## src/rtl/iram_arbiter_pkg.sv

```systemverilog
`default_nettype none
// ============================================================================
// Module  : iram_arbiter_pkg
// Brief   : State encodings, read-return tags and counter sizing helper shared
//           by the instruction RAM arbiter.
// Revision: 1.0 - initial release
// ============================================================================
package iram_arbiter_pkg;

  typedef enum logic [1:0] {
    S_FETCH = 2'd0,
    S_LOAD  = 2'd1,
    S_BOOT  = 2'd2
  } arb_state_t;

  // Identifies which requester owns the read data returning this cycle.
  typedef enum logic [1:0] {
    TAG_NONE  = 2'd0,
    TAG_FETCH = 2'd1,
    TAG_LDRD  = 2'd2
  } rd_tag_t;

  function automatic int cnt_width(input int max_val);
    return (max_val < 1) ? 1 : $clog2(max_val + 1);
  endfunction

endpackage
`default_nettype wire

```

## src/rtl/iram_arbiter.sv

```systemverilog
`default_nettype none
// ============================================================================
// Module  : iram_arbiter
// Brief   : Shares the single-port instruction RAM between fetch and the
//           loader/debug port. Optional boot hold with IRAM_BOOT_HOLD_EN.
// Revision: 1.0 - initial release
// ============================================================================
import iram_arbiter_pkg::*;

module iram_arbiter #(
  parameter int AW        = 10,
  parameter int DW        = 32,
  parameter int MAX_WAIT  = 4,
  parameter int BURST_LEN = 8
) (
  input  logic          Clk,
  input  logic          Reset,
`ifdef IRAM_BOOT_HOLD_EN
  input  logic          BootDone,
`endif
  input  logic          FetchEn,
  input  logic [AW-1:0] FetchAddr,
  output logic          FetchStall,
  output logic          FetchValid,
  output logic [DW-1:0] FetchInst,
  input  logic          LdReq,
  input  logic          LdWe,
  input  logic [AW-1:0] LdAddr,
  input  logic [DW-1:0] LdWData,
  output logic          LdAck,
  output logic          LdRValid,
  output logic [DW-1:0] LdRData,
  output logic          MemEn,
  output logic          MemWe,
  output logic [AW-1:0] MemAddr,
  output logic [DW-1:0] MemWData,
  input  logic [DW-1:0] MemRData
);

  localparam int WW = cnt_width(MAX_WAIT);
  localparam int BW = cnt_width(BURST_LEN);
  localparam logic [WW-1:0] WAIT_MAX  = WW'(MAX_WAIT);
  localparam logic [BW-1:0] BURST_MAX = BW'(BURST_LEN);
`ifdef IRAM_BOOT_HOLD_EN
  localparam arb_state_t RESET_STATE = S_BOOT;
`else
  localparam arb_state_t RESET_STATE = S_FETCH;
`endif

  arb_state_t    state;
  rd_tag_t       rd_tag;
  logic [WW-1:0] wait_cnt;
  logic [BW-1:0] burst_cnt;
  logic          ld_grant;
  logic          fetch_grant;
  logic          in_boot;

`ifdef IRAM_BOOT_HOLD_EN
  assign in_boot = (state == S_BOOT);
`else
  assign in_boot = 1'b0;
`endif

  always_comb begin
    ld_grant    = 1'b0;
    fetch_grant = 1'b0;
    if (!Reset) begin
      case (state)
        S_FETCH: begin
          ld_grant    = LdReq && (!FetchEn || (wait_cnt == WAIT_MAX));
          fetch_grant = FetchEn && !ld_grant;
        end
        S_LOAD: begin
          ld_grant    = LdReq && (burst_cnt < BURST_MAX);
          fetch_grant = FetchEn && !ld_grant;
        end
`ifdef IRAM_BOOT_HOLD_EN
        S_BOOT: ld_grant = LdReq;
`endif
        default: begin
          ld_grant    = 1'b0;
          fetch_grant = 1'b0;
        end
      endcase
    end
  end

  always_ff @(posedge Clk) begin
    if (Reset) begin
      state     <= RESET_STATE;
      wait_cnt  <= '0;
      burst_cnt <= '0;
      rd_tag    <= TAG_NONE;
    end else begin
      // Writes return nothing, so a write grant leaves the read slot empty.
      if (ld_grant)         rd_tag <= LdWe ? TAG_NONE : TAG_LDRD;
      else if (fetch_grant) rd_tag <= TAG_FETCH;
      else                  rd_tag <= TAG_NONE;

      // Waiting only accrues while fetch owns the RAM; leaving a burst restarts it.
      if (ld_grant || state != S_FETCH)
        wait_cnt <= '0;
      else if (LdReq && wait_cnt != WAIT_MAX)
        wait_cnt <= wait_cnt + 1'b1;

      if (ld_grant && state != S_BOOT) burst_cnt <= burst_cnt + 1'b1;
      else                             burst_cnt <= '0;

      case (state)
        S_FETCH, S_LOAD: state <= ld_grant ? S_LOAD : S_FETCH;
`ifdef IRAM_BOOT_HOLD_EN
        S_BOOT: if (BootDone) state <= S_FETCH;
`endif
        default: state <= S_FETCH;
      endcase
    end
  end

  assign LdAck      = ld_grant;
  assign FetchStall = Reset || in_boot || (FetchEn && !fetch_grant);
  assign MemEn      = ld_grant || fetch_grant;
  assign MemWe      = ld_grant && LdWe;
  assign MemAddr    = ld_grant ? LdAddr : FetchAddr;
  assign MemWData   = LdWData;
  assign FetchValid = (rd_tag == TAG_FETCH);
  assign LdRValid   = (rd_tag == TAG_LDRD);
  assign FetchInst  = MemRData;
  assign LdRData    = MemRData;

endmodule
`default_nettype wire

```

## config.mk

```make
export PLATFORM = sky130hd
export DESIGN_NAME = iram_arbiter
export DESIGN_NICKNAME = d
export VERILOG_FILES = /design/src/rtl/iram_arbiter_pkg.sv /design/src/rtl/iram_arbiter.sv
export SDC_FILE = /design/constraint.sdc
export NUM_CORES = 1
export LEC_CHECK = 0
export ABC_AREA = 1
export CAP_MARGIN = 20
export CELL_PAD_IN_SITES_DETAIL_PLACEMENT = 0
export CELL_PAD_IN_SITES_GLOBAL_PLACEMENT = 1
export CORE_ASPECT_RATIO = 0.7
export CORE_MARGIN = 4
export CORE_UTILIZATION = 14
export CTS_BUF_LIST = sky130_fd_sc_hd__clkbuf_2 sky130_fd_sc_hd__clkbuf_4 sky130_fd_sc_hd__clkbuf_8
export DETAILED_ROUTE_END_ITERATION = 8
export PLACE_DENSITY = 0.87
export SETUP_SLACK_MARGIN = 0.02
export SYNTH_ARGS = -nofsm -noshare
export SYNTH_HDL_FRONTEND = slang
export SYNTH_SLANG_ARGS = --single-unit
export TNS_END_PERCENT = 20
```

## constraint.sdc

```tcl
create_clock -name Clk -period 2.02 [get_ports Clk]
set_input_delay 0.505 -clock Clk [delete_from_list [all_inputs] [get_ports Clk]]
set_output_delay 0.505 -clock Clk [all_outputs]
set_load 0.02 [all_outputs]
```

## Word-level counts from Yosys, hierarchy flattened

Index checks and enable logic that the tools add are counted.

| storage, ports and cells | value |
|---|---|
| flip-flop bits (word level) | 11 |
| logic and storage cells | 46 |
| bits of input ports | 89 |

| operators by class | value |
|---|---|
| bitwise operators | 2 |
| reductions and logical operators | 22 |
| add/subtract/negate cells | 2 |
| eq/ne operators | 6 |
| muxes and demuxes | 9 |
| $lt $le $gt $ge | 1 |

Operator list:

| operator | number |
|---|---|
| two-way mux 10 bit | 1 |
| logical AND 1 bit | 8 |
| OR reduction 2 bit | 4 |
| adder 4 x 1 -> 4 bit (second input constant) | 1 |
| == test 2 x 1 -> 1 bit (second input constant) | 2 |
| zero test 1 bit | 4 |
| logical OR 1 bit | 4 |
| less-than comparator 4 bit (second input constant) | 1 |
| two-way mux 1 bit | 4 |
| two-way mux 2 bit | 2 |
| case mux 1 bit (2 select lines) | 2 |
| adder 3 x 1 -> 3 bit (second input constant) | 1 |
| == test 3 bit (second input constant) | 1 |
| != test 3 bit (second input constant) | 1 |
| == test 2 bit (second input constant) | 1 |
| zero test 2 bit | 1 |
| != test 2 bit (second input constant) | 1 |
| inverter 1 bit | 2 |
| nonzero test 2 bit | 1 |

## Depth between registers and ports, before layout

Gate-level depths: netlist of run 1.

| depth | value |
|---|---|
| depth in word-level cells | 10 |
| mapped depth | 8 |

## Worst setup path after synthesis of run 1

Ideal clock, no wire load.

| timing path | value |
|---|---|
| kind | flip-flop to output port |
| start | register wait_cnt[0] |
| end | output FetchStall |
| data required time | 1.515 ns |
| setup slack | 0.166 ns |
| arrival | 1.349 ns |
| buffers on the path | 0 |
| stages on the path, launching flop included | 7 |
| cells stage by stage | dfxtp_1 -> inv_1 -> ha_1 -> nand2_1 -> nand3_1 -> nand2_1 -> o21ai_0 |

| on the way | value |
|---|---|
| cells in the longest elaborated chain, start to end | 10 |

Ends and longest elaborated chain:

| item | line | source |
|---|---|---|
| start: declaration | iram_arbiter.sv:52 | `logic [WW-1:0] wait_cnt;` |
| start signal: assignment | iram_arbiter.sv:104 | `wait_cnt <= wait_cnt + 1'b1;` |
| == test 3 bit | iram_arbiter.sv:70 | `ld_grant = LdReq && (!FetchEn \|\| (wait_cnt == WAIT_MAX));` |
| logical OR 1 bit | iram_arbiter.sv:70 |  |
| logical AND 1 bit | iram_arbiter.sv:70 |  |
| zero test 1 bit | iram_arbiter.sv:71 | `fetch_grant = FetchEn && !ld_grant;` |
| logical AND 1 bit | iram_arbiter.sv:71 |  |
| case mux 1 bit (2 select lines) | iram_arbiter.sv:68 | `case (state)` |
| two-way mux 1 bit | iram_arbiter.sv:67 | `if (!Reset) begin` |
| zero test 1 bit | iram_arbiter.sv:120 | `assign FetchStall = Reset \|\| in_boot \|\| (FetchEn && !fetch_grant);` |
| logical AND 1 bit | iram_arbiter.sv:120 |  |
| logical OR 1 bit | iram_arbiter.sv:120 |  |
| end: declaration | iram_arbiter.sv:23 | `output logic FetchStall,` |

Every way passes these cells.

## Final worst setup path of run 1

| timing path | value |
|---|---|
| start | register wait_cnt[0] |
| end | output MemAddr[2] |

| on the way | value |
|---|---|
| cells in the longest elaborated chain, start to end | 6 |

Ends and longest elaborated chain:

| item | line | source |
|---|---|---|
| == test 3 bit | iram_arbiter.sv:70 |  |
| logical OR 1 bit | iram_arbiter.sv:70 |  |
| logical AND 1 bit | iram_arbiter.sv:70 |  |
| case mux 1 bit (2 select lines) | iram_arbiter.sv:68 |  |
| two-way mux 1 bit | iram_arbiter.sv:67 |  |
| two-way mux 10 bit | iram_arbiter.sv:123 | `assign MemAddr = ld_grant ? LdAddr : FetchAddr;` |
| end: declaration | iram_arbiter.sv:35 | `output logic [AW-1:0] MemAddr,` |

Every way passes these cells.

==> results of run 1 <==
-- cells in the mapped netlist --
library cell   n
buf_4         97
nand2_1       31
inv_1         13
nand4_1       11
nor2_1        11
dfxtp_1       10
nand3_1        5
ha_1           3
a21o_1         1
a21oi_1        1
a21oi_4        1
buf_2          1
buf_6          1
clkbuf_1       1
inv_2          1
nand3_4        1
nor2_2         1
o21ai_0        1
xnor2_1        1
xor2_1         1
-- layer usage --
| layer | part of all wire [%] | vias up | track usage, % |
|---|---|---|---|
| met5 | 0 | - | 0 |
| met4 | 2.3 | 0 | 3.48 |
| met3 | 15 | 6 | 3.96 |
| met2 | 41 | 83 | 6.86 |
| met1 | 42 | 391 | 6.54 |
| li1 | - | 433 | - |
-- per-stage QoR --
stage          power [W]  instances  hold slack (ns)
2_1_floorplan   0.000574        193            0.417
3_3_place_gp    0.000422        272            0.425
3_5_place_dp    0.000423        272            0.436
4_1_cts         0.000680        281            0.448
5_1_grt         0.000738        282            0.465
6_report        0.000700        282            0.444
-- worst min-delay path by stage --
stage,cells after the start,from,end
2_1_floorplan,1,burst_cnt[0],burst_cnt[0]
3_3_place_gp,1,burst_cnt[0],burst_cnt[0]
3_5_place_dp,1,burst_cnt[0],burst_cnt[0]
4_1_cts,1,burst_cnt[0],burst_cnt[0]
5_1_grt,1,burst_cnt[0],burst_cnt[0]
6_report,1,burst_cnt[0],burst_cnt[0]
-- worst max-delay path, cell delays in order, from the launching register on --
cell and delay (ns):
dfxtp_2 0.33, inv_2 0.05, ha_4 0.15, nand2_4 0.07
nand3_4 0.13, nand3_4 0.20, nand2_1 0.07, nand2_1 0.09
buf_6 0.12
-- layout by cell type (no fill, tap or decap), drive strengths merged --
cell / synthesis / layout
o21ai: 1 / 1
buf: 99 / 35
clkdlybuf4s50: 0 / 23
xnor2: 1 / 1
dlygate4sd2: 0 / 2
nand4: 11 / 11
xor2: 1 / 1
dfxtp: 10 / 10
nor2: 12 / 12
a21o: 1 / 1
ha: 3 / 3
clkbuf: 1 / 4
a21oi: 2 / 2
nand2: 31 / 31
inv: 14 / 14
nand3: 6 / 7
-- area by class of cell --
class,count,area (um2),share of cell area [%]
Inverter,14,55.1,3.75
Clock buffer,4,55.1,3.75
Multi-Input combinational cell,70,444,30.3
Tap cell,124,155,10.6
Timing Repair Buffer,60,554,37.8
Sequential cell,10,203,13.8
-- power groups by stage --
stage / clock network, W / registers, W / logic [W]
detailed placement: 0 / 0.000211 / 0.000212
finish: 0.000251 / 0.000208 / 0.000241
global placement: 0 / 0.000211 / 0.000211
CTS: 0.000256 / 0.000208 / 0.000217
floorplan: 0 / 0.000211 / 0.000363
global route: 0.000270 / 0.000209 / 0.000259
-- what timing repair did --
action,CTS,global route
gates resized for setup,76,32
pin swaps,2,7
setup buffers,2,1
cloned,3,0
endpoints found under the setup margin,14,14
-- cells by family after synthesis --
family / count (synthesis) / share of synthesized area (%)
AO/OA/AOI/OAI: 4 / 2.47
adder cells (fa/ha/maj): 3 / 2.75
flip-flops: 10 / 14.7
buffers and inverters: 114 / 58.7
XOR/XNOR: 2 / 1.28
AND/OR/NAND/NOR: 60 / 20.2
-- registers in the layout (all words and copies together), names as in the netlist --
| signal | count |
|---|---|
| state | 1 |
| wait_cnt | 3 |
| rd_tag | 2 |
| burst_cnt | 4 |
==> run_results.csv, run 1 <==
group,metric,value,unit
drt,vias,913,
setup_path,timing.rr.start,"wait_cnt[0]",
clock_tree,ctsHoldBuffers,0,
drt,drc,0,
floorplan,floorplan.rows,29,
power_and_ir_drop,seqPwrFrac,29.8,%
power_and_ir_drop,power_frac_clock,35.8,%
synth,syn_nets,285,
floorplan,core,9290,um2
power_and_ir_drop,power_density,477,nW/um2
placed_design,gp_congestion,0.729,
sta,fmax,514,MHz
clock_tree,clock-sinks,10,
sta,period_minus_slack,1.94,ns
sta,setup_viol,0,
finish,utilization,15.8,%
synth,synth.area.top_cells,"buf_4, dfxtp_1, nand2_1",
synth,synth_top_cell_area_share,53.3,%
floorplan,die_w,126,um
global_routing,grt_pass1_wl,5090,um
synth,yosys_warnings,0,
setup_path,worstPathRequired,1.51,ns
clock_tree,cts_root_buffer,"clkbuf_8",
drt,drt_iter0_drc,48,
power_and_ir_drop,ir_drop,0.157,mV
power_and_ir_drop,power.switching,0.000198,W
sta,report.final.slew_viol_count,0,
global_routing,globalRouteOverflowTotal,0,
placed_design,place_ws,-0.745,ns
power_and_ir_drop,p_leak,0.660,nW
finish,nFillCells,1084,
drt,ant_nets,0,
synth,ys_ff_latch,10,
run,maxCapViolCount,0,
placed_design,port_buffers,40,
floorplan,die_h,90.6,um
run_status,status,"complete, no violations",
clock_tree,clkLatencyLatePin,0.24,ns
floorplan,die_area,11400,um2
drt,vias_per_cell,3.24,
finish,drive_gt1_share,39.9,%
sta,hold_viol_final,0,
finish,insertedDiodeCount,0,
global_routing,antenna_found_initial,0,
power_and_ir_drop,p_int,0.000502,W
setup_path,r2r_end,"burst_cnt[2]",
synth,syn_area,1370,um2
synth,synth_top_area_cell,"buf_4",
min_path,hp-class,"reg2reg",
power_and_ir_drop,swShare,28.3,%
clock_tree,cts_tree,"done",
global_routing,grt_pass1_vias,960,
clock_tree,cts.clk_slew.worst_paths,0.05,ns
drt,routed_wl,3220,um
setup_path,critPathArrivalTime,1.44,ns
placed_design,dp_hpwl,2420,um
finish,nNetsFinal,251,
floorplan,ios,201,
global_routing,grt_max_degree,11,
setup_path,cp_max_fo,7,
finish,syn_to_final_growth,7.42,%
sta,setup-tns-final,0,ns
sta,slew_headroom,85.5,%
sta,rsz0062_at_grt,"true",
setup_path,critPathKind,"reg2out",
sta,tightest_slew,0.216,ns
synth,ys_types,20,
power_and_ir_drop,pwr-share-comb,34.4,%
sta,worst_slack,0.0750,ns
floorplan,initial_utilization,14.7,%
clock_tree,cts_max_level,1,
synth,syn-instance-count,193,
setup_path,reg2reg_depth,7,
clock_tree,cts_buffer_depth,2,
setup_path,crit_end,"MemAddr[2]",
sta,period_share,96.3,%
placed_design,dpl_cell_area,1300,um2
drt,wl_per_cell,11.4,um
setup_path,startpoint_type,"flop",
clock_tree,cts_made_buffers,3,
sta,fin_skew,0.00339,ns
finish,design_area,1470,um2
setup_path,rrSetupSlack,0.86,ns
drt,dr.pass1.iters,4,
global_routing,track_usage,5.49,%
setup_path,worstSetupEndpointType,"output pin",
synth,syn_area_per_cell,7.07,um2
synth,yosysSeqAreaShare,14.7,%
setup_path,crit_path_start,"wait_cnt[0]",
(Power assumes the default switching activity.)
==> run 2, diff against run 1 <==
PLACE_DENSITY = default   (was 0.87)
PLACE_DENSITY_LB_ADDON = 0.1   (was default)
==> run_results.csv, run 2 (synthesis results as in run 1) <==
group,metric,value,unit
setup_path,startpoint_type,"flop",
global_routing,grt_max_degree,8,
clock_tree,clock-sinks,10,
finish,largest_reg_flops,4,
setup_path,critPathSlowestCell,"dfxtp_2",
drt,vias,873,
setup_path,worst-path-buf-inv,3,
run,maxCapViolCount,0,
power_and_ir_drop,p_leak,0.659,nW
sta,fmax,525,MHz
global_routing,antenna_found_initial,0,
sta,period_share,94.4,%
finish,design_area,1430,um2
sta,slew_headroom,85.4,%
global_routing,track_usage,5.19,%
sta,tightest_slew,0.218,ns
finish,top_register,"burst_cnt",
finish,insertedDiodeCount,0,
drt,drc,0,
placed_design,gp_congestion,0.638,
finish,final_cell_mix,"nand2_1, clkdlybuf4s50_1, buf_4, nand4_1, nor2_1",
finish,nNetsFinal,253,
placed_design,port_buffers,40,
global_routing,grt_pass1_vias,909,
floorplan,die_area,11400,um2
drt,dr.pass1.iters,4,
finish,nFillCells,1099,
placed_design,dp_hpwl,2240,um
run_status,status,"complete, no violations",
floorplan,initial_utilization,14.7,%
drt,routed_wl,2960,um
finish,syn_to_final_growth,5.04,%
placed_design,dpl_cell_area,1300,um2
setup_path,cp_top_family,"buffers and inverters",
finish,largestRegisters,"burst_cnt (4), wait_cnt (3), rd_tag (2)",
floorplan,ios,201,
setup_path,worstPathRequired,1.51,ns
global_routing,globalRouteOverflowTotal,0,
setup_path,critPathArrivalTime,1.40,ns
setup_path,cpPeakStageDelay,0.33,ns
sta,report.final.slew_viol_count,0,
power_and_ir_drop,power_density,479,nW/um2
power_and_ir_drop,ir_drop,0.158,mV
sta,fin_skew,0.00113,ns
global_routing,grt_pass1_wl,4620,um
clock_tree,clkLatencyLatePin,0.23,ns
clock_tree,cts_made_buffers,3,
drt,vias_per_cell,3.07,
setup_path,worstSetupEndpointType,"output pin",
floorplan,die_h,90.6,um
clock_tree,cts_root_buffer,"clkbuf_8",
finish,final_common_cell,"nand2_1",
floorplan,floorplan.rows,29,
drt,ant_nets,0,
drt,drt_iter0_drc,24,
clock_tree,cts.clk_slew.worst_paths,0.05,ns
drt,wl_per_cell,10.4,um
floorplan,core,9290,um2
sta,hold_viol_final,0,
setup_path,path_cells,"inv_2, ha_4, nand2_4, nand3_4, buf_6, nand4_1, nand2_1, buf_4",
sta,setup_viol,0,
sta,holdWs,0.444,ns
finish,drive_gt1_share,36.9,%
sta,period_minus_slack,1.91,ns
sta,rsz0062_at_grt,"true",
min_path,hp-class,"reg2reg",
clock_tree,cts_max_level,1,
setup_path,critPathKind,"reg2out",
clock_tree,cts_buffer_depth,2,
clock_tree,cts_tree,"done",
setup_path,cp_max_fo,5,
floorplan,die_w,126,um
## run 2: cell types whose count changed in the layout (fill, tap and decap cells not counted)
cell / delta
a21oi_2: -1
o21ai_1: +1
buf_12: -2
nand2_1: +4
o21ai_2: -1
nand2_2: -4
buf_2: +1
a21oi_1: +1
inv_2: +1
buf_4: +3
inv_4: -1
## run 2: repair_timing
item | 4_1_cts | 5_1_grt
setup buffers | 2 | 1
gates resized for setup | 87 | 15
pin swaps | 4 | 2
hold buffers | 0 | 0
gates cloned | 3 | 0
setup endpoints to repair | 14 | 13
## run 2: final timing paths
path                                    from           end  slack, ns  depth (start not counted)
worst max register to register   wait_cnt[0]  burst_cnt[2]       0.82                          7
worst max-delay path             wait_cnt[0]    MemAddr[0]       0.11                          8
worst min-delay path            burst_cnt[0]  burst_cnt[0]       0.44                          1
worst min register to register  burst_cnt[0]  burst_cnt[0]       0.44                          1
## run 2: metal layers
layer | up-vias | routed length (um) | track usage (%)
li1 | 437 | - | -
met1 | 397 | 1380 | 6.29
met4 | 0 | 68 | 2.23
met3 | 10 | 193 | 2.72
met2 | 29 | 1320 | 7.61
met5 | - | 0 | 0
## run 2: final cells by class
type	instances	area, um2	share of cell area, %
Timing Repair Buffer	62	542	37.8
Multi-Input combinational cell	70	427	29.8
Sequential cell	10	203	14.1
Tap cell	124	155	10.8
Clock buffer	4	55.1	3.84
Inverter	14	52.6	3.66
## run 2: through the flow
step                worst slack, ns  power (W)  utilization (%)  TNS [ns]  cells
floorplan                     0.166   0.000574                -         0    193
global placement             -0.862   0.000424             14.0    -11.68    274
detailed placement           -0.858   0.000422             14.0    -11.60    274
CTS                          0.0254   0.000695             14.9         0    283
global route                0.00375   0.000733             15.4         0    284
finish                        0.114   0.000687             15.4         0    284
## run 2: power by group
group	internal (W)	switching, W	total (W)
logic	0.000118	0.000107	0.000225
clock network	0.000172	0.0000816	0.000253
registers	0.000204	0.00000418	0.000208
total	0.000493	0.000193	0.000687
==> run 3, diff against run 2 <==
CORE_MARGIN = 5   (was 4)
GPL_ROUTABILITY_DRIVEN = 0   (was default)
==> run_results.csv, run 3 (synthesis results as in run 1) <==
group,metric,value,unit
setup_path,critPathArrivalTime,1.42,ns
power_and_ir_drop,p_leak,0.665,nW
power_and_ir_drop,ir_drop,0.228,mV
finish,final_cell_mix,"buf_4, nand2_1, clkdlybuf4s50_1, nand4_1, buf_6",
setup_path,worstSetupEndpointType,"output pin",
sta,period_share,95.2,%
drt,dr.pass1.iters,3,
sta,period_minus_slack,1.92,ns
setup_path,cpMostUsedCell,"buf_6",
finish,insertedDiodeCount,0,
drt,routed_wl,3090,um
sta,fmax,520,MHz
clock_tree,cts_buffer_depth,2,
finish,nNetsFinal,253,
finish,top_register,"burst_cnt",
clock_tree,cts_made_buffers,3,
finish,largestRegisters,"burst_cnt (4), wait_cnt (3), rd_tag (2)",
floorplan,die_h,92.6,um
finish,multi_input_area,438,um2
setup_path,cpPeakStageDelay,0.33,ns
global_routing,grt_pass1_wl,5000,um
setup_path,cp.depth,8,
global_routing,track_usage,5.34,%
setup_path,worstPathRequired,1.51,ns
finish,final_common_cell,"buf_4",
global_routing,antenna_found_initial,0,
setup_path,startpoint_type,"flop",
sta,tightest_slew,0.274,ns
clock_tree,cts_root_buffer,"clkbuf_8",
sta,rsz0062_at_grt,"true",
global_routing,globalRouteOverflowTotal,0,
sta,report.final.slew_viol_count,0,
finish,syn_to_final_growth,7.70,%
setup_path,cp_top_family,"simple AND/OR/NAND/NOR gates",
drt,vias,891,
finish,utilization,15.3,%
finish,largest_reg_flops,4,
global_routing,grt_pass1_vias,1016,
floorplan,core,9610,um2
drt,drt_iter0_drc,31,
clock_tree,cts_tree,"done",
sta,fin_skew,0.000336,ns
setup_path,cp_max_fo,6,
floorplan,floorplan.rows,30,
floorplan,ios,201,
setup_path,critPathKind,"reg2out",
run_status,status,"complete, no violations",
clock_tree,cts.clk_slew.worst_paths,0.05,ns
min_path,holdPathStages,1,
clock_tree,clock-sinks,10,
finish,regArea,203,um2
setup_path,path_cells,"inv_2, ha_4, nand2_4, nand3_4, buf_6, nand4_1, nand2_2, buf_6",
min_path,hp-class,"reg2reg",
drt,drc,0,
floorplan,initial_utilization,14.2,%
drt,ant_nets,0,
finish,drive_gt1_share,39.4,%
setup_path,reg2reg_depth,7,
sta,holdWs,0.444,ns
sta,setup_viol,0,
setup_path,critPathSlowestCell,"dfxtp_2",
placed_design,port_buffers,40,
sta,hold_viol_final,0,
floorplan,die_w,128,um
drt,vias_per_cell,3.09,
sta,slew_headroom,81.7,%
floorplan,die_area,11900,um2
run,maxCapViolCount,0,
clock_tree,clkLatencyLatePin,0.24,ns
drt,wl_per_cell,10.7,um
clock_tree,cts_max_level,1,
placed_design,dp_hpwl,2510,um
global_routing,grt_max_degree,8,
setup_path,worst-path-buf-inv,3,
power_and_ir_drop,power_density,476,nW/um2
finish,nFillCells,1137,
==> run 3: cell counts in the layout (fill, tap and decap cells not counted) <==
Identical to the previous run, type by type.
==> run 3: final timing paths <==
path	from	endpoint	slack, ns
setup / recovery	wait_cnt[0]	MemAddr[6]	0.1
hold / removal	burst_cnt[0]	burst_cnt[0]	0.44
setup reg to reg	wait_cnt[0]	burst_cnt[0]	0.79
hold reg to reg	burst_cnt[0]	burst_cnt[0]	0.44
==> run 3: worst reg2reg max path: stages (launching register included) <==
cell,delay (ns)
dfxtp_2,0.33
inv_2,0.05
ha_4,0.15
nand2_4,0.07
nand3_4,0.14
nand3_4,0.18
buf_4,0.17
nor2_1,0.04
==> run 3: area by class of cell <==
class                           instances  area share [%]
Clock buffer                            4            3.74
Multi-Input combinational cell         70            29.8
Sequential cell                        10            13.8
Inverter                               14            3.57
Timing Repair Buffer                   62            38.2
Tap cell                              128            10.9
==> run 3: metal layers <==
metal | GRT usage, % | up-vias | wire length [um] | share of wire, %
met4 | 3.09 | 0 | 70 | 2.3
li1 | - | 438 | - | -
met5 | 0 | - | 0 | 0
met2 | 7.45 | 54 | 1390 | 45
met1 | 6.36 | 387 | 1340 | 43
met3 | 3.00 | 12 | 289 | 9.4
==> run 3: where the power goes <==
group | leakage, nW | switching, W | internal, W
Clock | 0.0288 | 0.0000853 | 0.000172
Combinational | 0.554 | 0.000110 | 0.000124
Sequential | 0.0823 | 0.00000389 | 0.000204
Total | 0.665 | 0.000199 | 0.000500
==> run 3: metrics by stage <==
step	power (W)	setup WS [ns]	std cells	cell area (um2)	TNS, ns
2_1_floorplan	0.000574	0.166	193	1370	0
3_5_place_dp	0.000432	-0.791	282	1340	-10.52
3_3_place_gp	0.000433	-0.784	282	1340	-10.48
4_1_cts	0.000704	0.0416	288	1430	0
5_1_grt	0.000753	-0.0197	288	1470	-0.0307
6_report	0.000699	0.0972	288	1470	0
==> run 3: repair_timing <==
action / in CTS / in global routing
gates resized for setup: 93 / 16
cloned: 1 / 0
setup endpoints to repair: 14 / 12
pin swaps: 7 / 7
buffers inserted: 1 / 0
hold buffers: 0 / 0
endpoints found under the hold margin: 0 / 0
